--- config.mk ---
export PLATFORM = sky130hd
export DESIGN_NAME = mm2_drain_ctrl
export DESIGN_NICKNAME = d
export VERILOG_FILES = /design/src/rtl/mm2_drain_ctrl.sv
export SDC_FILE = /design/constraint.sdc
export NUM_CORES = 1
export LEC_CHECK = 0
export CAP_MARGIN = 40
export CORE_ASPECT_RATIO = 1.1
export CORE_UTILIZATION = 50
export DETAILED_ROUTE_END_ITERATION = 6
export PLACE_DENSITY_LB_ADDON = 0.08
export SETUP_SLACK_MARGIN = 0.15
export SYNTH_ARGS = -nofsm -noshare
export SYNTH_HDL_FRONTEND = slang
export SYNTH_SLANG_ARGS = --single-unit
--- constraint.sdc ---
create_clock -name clk -period 8.2 [get_ports clk]
set_input_delay 1.64 -clock clk [delete_from_list [all_inputs] [get_ports clk]]
set_output_delay 1.64 -clock clk [all_outputs]
set_load 0.005 [all_outputs]
--- src/rtl/mm2_drain_ctrl.sv ---
// rtl/mm2_drain_ctrl.sv - read-side drain sequencer for the layer-2 result buffer
//
// Walks mem_read_addr 0..DEPTH-1 after a start pulse. It absorbs the buffer's
// one-cycle registered read latency. Every word is streamed downstream through
// a 2-entry skid buffer with full valid/ready backpressure.
//
// Optional feature macro: MM2_DRAIN_ARGMAX_EN (adds max_value/max_index).
//
// Ports:
//   clk, rst        clock, asynchronous active-high reset
//   start           single-cycle drain request, honoured only in IDLE
//   busy, done      busy while draining, one-cycle done pulse at the end
//   mem_read_addr   registered read address to the buffer
//   mem_data        buffer read data, valid one edge after the address
//   out_data        stream word (signed)
//   out_index       buffer address of out_data
//   out_valid       stream valid
//   out_last        marks the beat with index DEPTH-1
//   out_ready       consumer accept
//   max_value       running signed maximum (MM2_DRAIN_ARGMAX_EN only)
//   max_index       index of the earliest maximum (MM2_DRAIN_ARGMAX_EN only)
module mm2_drain_ctrl #(
    parameter int DEPTH  = 64,
    parameter int ADDR_W = 16,
    parameter int DATA_W = 32
) (
    input  logic                     clk,
    input  logic                     rst,
    input  logic                     start,
    output logic                     busy,
    output logic                     done,
    output logic [ADDR_W-1:0]        mem_read_addr,
    input  logic signed [DATA_W-1:0] mem_data,
    output logic signed [DATA_W-1:0] out_data,
    output logic [ADDR_W-1:0]        out_index,
    output logic                     out_valid,
    output logic                     out_last,
    input  logic                     out_ready
`ifdef MM2_DRAIN_ARGMAX_EN
    ,
    output logic signed [DATA_W-1:0] max_value,
    output logic [ADDR_W-1:0]        max_index
`endif
);

    localparam logic [ADDR_W-1:0] LAST_IDX = ADDR_W'(DEPTH - 1);

    typedef enum logic [1:0] {
        IDLE  = 2'd0,
        RUN   = 2'd1,
        FLUSH = 2'd2,
        DONE  = 2'd3
    } state_t;

    state_t state, next_state;

    logic [ADDR_W-1:0] rd_cnt;
    logic              pend;        // a word is arriving on mem_data this cycle
    logic [ADDR_W-1:0] pend_idx;    // buffer address of that word
    logic [1:0]        count;       // skid buffer occupancy
    logic signed [DATA_W-1:0] e0_data, e1_data;
    logic [ADDR_W-1:0]        e0_idx,  e1_idx;
    logic                     e0_last, e1_last;

    logic       issue;
    logic       pop;
    logic [2:0] fill;

    assign pop  = out_valid && out_ready;
    // Occupancy after this edge, not counting a read issued on this edge.
    // Crediting the pop lets a read issue while the head drains, which
    // sustains one beat per cycle.
    assign fill = {1'b0, count} + {2'b00, pend} - {2'b00, pop};

    assign mem_read_addr = rd_cnt;
    assign out_valid     = (count != 2'd0);
    assign out_data      = e0_data;
    assign out_index     = e0_idx;
    assign out_last      = e0_last;

    always_ff @(posedge clk or posedge rst) begin
        if (rst) begin
            state <= IDLE;
        end else begin
            state <= next_state;
        end
    end

    always_comb begin
        next_state = state;
        issue      = 1'b0;
        busy       = 1'b0;
        done       = 1'b0;
        case (state)
            IDLE: begin
                if (start) begin
                    next_state = RUN;
                end
            end
            RUN: begin
                busy = 1'b1;
                if (fill < 3'd2) begin
                    issue = 1'b1;
                    if (rd_cnt == LAST_IDX) begin
                        next_state = FLUSH;
                    end
                end
            end
            FLUSH: begin
                busy = 1'b1;
                if (count == 2'd0 && !pend) begin
                    next_state = DONE;
                end
            end
            DONE: begin
                done       = 1'b1;
                next_state = IDLE;
            end
            default: next_state = IDLE;
        endcase
    end

    // Read issue. The address is registered, and the buffer samples it on the
    // edge where issue is high.
    always_ff @(posedge clk or posedge rst) begin
        if (rst) begin
            rd_cnt   <= '0;
            pend     <= 1'b0;
            pend_idx <= '0;
        end else begin
            pend <= issue;
            if (issue) begin
                pend_idx <= rd_cnt;
            end
            if (state == IDLE && start) begin
                rd_cnt <= '0;
            end else if (issue && rd_cnt != LAST_IDX) begin
                rd_cnt <= rd_cnt + ADDR_W'(1);
            end
        end
    end

    // Skid buffer. e0 is the head. A push goes to the first free slot after
    // any simultaneous pop.
    always_ff @(posedge clk or posedge rst) begin
        if (rst) begin
            count   <= 2'd0;
            e0_data <= '0;
            e0_idx  <= '0;
            e0_last <= 1'b0;
            e1_data <= '0;
            e1_idx  <= '0;
            e1_last <= 1'b0;
        end else begin
            count <= fill[1:0];
            case ({pend, pop})
                2'b10: begin
                    if (count == 2'd0) begin
                        e0_data <= mem_data;
                        e0_idx  <= pend_idx;
                        e0_last <= (pend_idx == LAST_IDX);
                    end else begin
                        e1_data <= mem_data;
                        e1_idx  <= pend_idx;
                        e1_last <= (pend_idx == LAST_IDX);
                    end
                end
                2'b01: begin
                    e0_data <= e1_data;
                    e0_idx  <= e1_idx;
                    e0_last <= e1_last;
                end
                2'b11: begin
                    if (count == 2'd1) begin
                        e0_data <= mem_data;
                        e0_idx  <= pend_idx;
                        e0_last <= (pend_idx == LAST_IDX);
                    end else begin
                        e0_data <= e1_data;
                        e0_idx  <= e1_idx;
                        e0_last <= e1_last;
                        e1_data <= mem_data;
                        e1_idx  <= pend_idx;
                        e1_last <= (pend_idx == LAST_IDX);
                    end
                end
                default: ;
            endcase
        end
    end

`ifdef MM2_DRAIN_ARGMAX_EN
    // The strict compare keeps the earliest index on ties.
    always_ff @(posedge clk or posedge rst) begin
        if (rst) begin
            max_value <= '0;
            max_index <= '0;
        end else if (state == IDLE && start) begin
            max_value <= {1'b1, {(DATA_W-1){1'b0}}};
            max_index <= '0;
        end else if (pop && (out_data > max_value)) begin
            max_value <= out_data;
            max_index <= out_index;
        end
    end
`endif

endmodule

# == Word-level counts from Yosys, hierarchy flattened ==
# Index checks and enable logic that the tools add are counted.
# word_totals
wordCells,76
regBits,135
# classes
n_mux,29
addsub,3
eq_ne,17
n_lt_le_gt_ge,1
reduce_logical,15
# ops
cell,n
$mux 32,4
$mux 16,6
$pmux 32 s3,1
$pmux 32 s2,1
$pmux 16 s3,1
$eq 16x6->1 const B,2
$pmux 16 s2,1
$add 16x1->16 const B,1
$ne 16x6->1 const B,1
$ne 2x2->1 const B,7
$eq 2x2->1 const B,4
$mux 1,8
$mux 2,4
$pmux 2 s4,1
$eq 2x1->1 const B,3
$reduce_bool 2->1,3
$logic_and 1x1->1,4
$logic_not 2->1,2
$reduce_and 4->1,1
$add 2x1->3,1
$lt 3x2->1 const B,1
$pmux 1 s3,1
$reduce_and 3->1,1
$reduce_bool 3->1,1
5 further kinds,5

# == Logic depth before layout (Yosys ltp) ==
# depth
depth_word,9
ltp_mapped,12
mapped_depth_nobuf,9

# == Worst setup path before layout ==
# No wires, ideal clock.
# synth_timing
path_kind,input to register
startpoint,in out_ready
endpoint,reg rd_cnt[3] (netlist: mem_read_addr[3])
stages,9
arrival_time_ns,3.574
required_time_ns,8.122
setup_slack_ns,4.548
path_cell_list,nand3b_1 -> nand2b_1 -> ha_1 -> fa_1 -> and2b_1 -> nand2_2 -> buf_6 -> or4_1 -> a21oi_1
# synth_between
elab_chain_cells,7
# synth_rtl
item,line,source
from (decl),38,input logic out_ready
$logic_and 1x1->1,69,assign pop = out_valid && out_ready;
$sub 3x1->3,73,"assign fill = {1'b0, count} + {2'b00, pend} - {2'b00, pop};"
via fill[1],67,logic [2:0] fill;
$lt 3x2->1,102,if (fill < 3'd2) begin
$mux 1,102,
$mux 1,94,case (state)
$logic_and 1x1->1,137,end else if (issue && rd_cnt != LAST_IDX) begin
$reduce_bool 2->1 (no line),--,
to (signal assigned),138,rd_cnt <= rd_cnt + ADDR_W'(1);
to (decl),57,logic [ADDR_W-1:0] rd_cnt;
# The timed path passes the listed nets, and every way through them passes these cells.
# A chain may end at the register's enable or synchronous reset.

# == Final worst setup path ==
# layout_timing
startpoint,in out_ready
endpoint,reg rd_cnt[2] (netlist: mem_read_addr[2])
# Same word-level chain as after synthesis.

==> results_dict.tcl <==
set metrics [dict create \
    outcome "completed" \
    start_kind "input pin" \
    hold_violations 0 \
    grt_pass1_vias 4354 \
    hold_ws_ns 0.501 \
    nets 667 \
    pwr-share-clk 0.272 \
    synth_fp_nets 571 \
    vias 4291 \
    synth.top_cells.by_count "dfrtp_1, a21oi_1, nor2_1, mux2_2, mux2i_1" \
    fin_crit_sh 0.546 \
    dieArea_um2 12500 \
    start_util 0.519 \
    post-route-min-period_ns 4.48 \
    cts.sinks 135 \
    core_um2 11600 \
    ioPinCount 104 \
    gp_congestion 0.809 \
    setup_viol 0 \
    cts_made_buffers 17 \
    path_class "in -> reg" \
    drt-met1-wl_mm 5.74 \
    skew_ns 0.00698 \
    cts_setup_buffers 0 \
    switchingPower_uw 901 \
    instances_no_fill 786 \
    syn_inst 527 \
    crit_fanout 29 \
    critPathMaxStageDelay_ns 0.57 \
    setup_tns_ns 0 \
    p_int_uw 1990 \
    p_seq_frac 0.371 \
    highest_layer "met4" \
    cts-root-buf "clkbuf_16" \
    grt_setup_unrepaired "no" \
    drive_above_1_share 0.153 \
    dr_wl_met3_um 471 \
    numPortBuffers 103 \
    h-tree-depth 4 \
    path_clk_slew_ns 0.06 \
    synth_area_per_cell_um2 11.5 \
    dp_hpwl_mm 8.27 \
    async_flop_share 1.00 \
    reg2reg_slack_ns 4.94 \
    totalWireLength_mm 12.5 \
    maxClockFrequency_ghz 0.223 \
    vias_per_cell 5.46 \
    synth_top_cell_by_area "dfrtp_1" \
    drtPass1Iterations 6 \
    antenna_cells 0 \
    required_ns 8.46 \
    maxSlewViolCount 0 \
    dr_wl_met2_mm 6.13 \
    ys.warnings.count 0 \
    fin_ws_ns 3.72 \
    power_density_nw_per_um2 371 \
    max_slew_margin 0.414 \
    ant_nets 0 \
    grt-ovfl-total 0 \
    cp_top_family "buffers and inverters" \
    dp.cells 754 \
    synth-edff-count 0 \
    netlist_area_um2 6050 \
    grt_max_degree 70 \
    route.detailed.drc 0 \
    synth_top_area_share 0.559 \
    drt_iter0_markers 183 \
    wl_per_cell_um 15.9 \
    rows 41 \
    dp_slack_ns 3.32 \
    grt_pass1_wl_mm 21.1 \
    power_frac_comb 0.357 \
    die_height_um 117 \
    p_sw_frac 0.311 \
    cp.arrival_ns 4.74 \
    ys_types 50 \
    cts_hold_buf 0 \
    ys_seq_area_frac 0.559 \
    yosys-top-cells-area "dfrtp_1, mux2_2, mux2i_1" \
    post-synth-top-count-cell "dfrtp_1" \
    antenna_found_initial 0 \
    cts_resized 0 \
    ys_ff_latch 135 \
    drv_cap 0 \
    multi_input_area_um2 2470 \
    seq_area_um2 3380 \
    grt_usage 0.213 \
    cts.path.max_buffers 2 \
    slowest_stage "clkdlybuf4s50_1" \
    end_kind "flip-flop" \
    worst_pin_slew_ns 0.879 \
    power_uw 2900 \
    cts_tree "yes" \
    nFillCells 904 \
    synthFlopType "dfrtp_1" \
    path_buf_inv 2 \
    syn_to_final_growth_pct 28.9 \
    hold_path.class "reg -> reg" \
    irDropWorstVdd_uv 164 \
    die_w_um 107 \
    power_leakage_uw 0.00352 \
    worstSkewPairLatency_ns 0.41 \
    crit_chain "clkdlybuf4s50_1, nor2b_1, nand2b_1, ha_1, fa_1, and2b_1, nand2_2, clkinv_1, a21oi_1, a311oi_1" \
]
==> layout make-up <==
cell class / instances / share of cell area
sequential: 135 / 0.433
multi-input combinational: 354 / 0.317
timing repair buffer: 108 / 0.141
clock buffer: 21 / 0.0616
tap: 150 / 0.0241
clock inverter: 11 / 0.0186
inverter: 7 / 0.00369
==> state kept, by name (all words and copies together), names as in the netlist <==
register,cells
out_last,1
count,2
e1_last,1
pend,1
pend_idx,16
out_data,32
e1_idx,16
state,2
out_index,16
e1_data,32
mem_read_addr,16
==> power groups by stage <==
stage / Clock [uW] / Sequential (uW) / Combinational (uW)
5_1_grt: 834 / 1110 / 1140
3_3_place_gp: 0 / 1070 / 1000
6_report: 787 / 1070 / 1040
4_1_cts: 801 / 1080 / 1050
2_1_floorplan: 0 / 1060 / 644
3_5_place_dp: 0 / 1090 / 1050
==> logic make-up (layout without fill, tap and decap cells) <==
group,Yosys count,after routing,synth area share
fa+ha+maj,8,8,0.0178
simple gates,154,154,0.125
flops,135,135,0.559
compound gates,91,91,0.0821
buf+inv,38,147,0.0358
mux,99,99,0.175
xor+xnor,2,2,0.00600
==> placed cells by master, fill, tap and decap left out, types with 4 or more instances in the layout <==
cell type / n
clkbuf_16: 17
nand2_1: 48
or3_1: 7
nand3_1: 4
o21ai_0: 9
a21oi_1: 65
dfrtp_1: 135
inv_1: 5
nand4_1: 7
mux2i_1: 49
or4_1: 8
clkbuf_8: 4
ha_1: 7
clkdlybuf4s50_1: 103
mux2_2: 49
o31ai_1: 7
nor2_1: 56
==> worst paths after layout <==
check	from	to	cells past startpoint
max in group asynchronous	rst	e1_idx[2]	3
setup reg to reg	count[1]	mem_read_addr[2]	9
hold reg to reg	e1_idx[4]	e1_idx[4]	1
setup / recovery	out_ready	mem_read_addr[2]	10
min in group asynchronous	rst	e1_data[11]	2
hold / removal	e1_idx[4]	e1_idx[4]	1
==> metal layers <==
layer	vias to the layer above	global-route usage
li1	2055	-
met1	2110	0.279
met2	106	0.348
met3	20	0.0500
met4	0	0.0659
met5	-	0
==> metrics by stage <==
| stage | utilization | cell area [um^2] |
|---|---|---|
| 4_1_cts | 0.669 | 7800 |
| 3_5_place_dp | 0.616 | 7170 |
| 2_1_floorplan | - | 6050 |
| 3_3_place_gp | 0.612 | 7120 |
| 5_1_grt | 0.669 | 7800 |
| 6_report | 0.669 | 7800 |
Note: power is estimated with default switching activity, not from simulation.
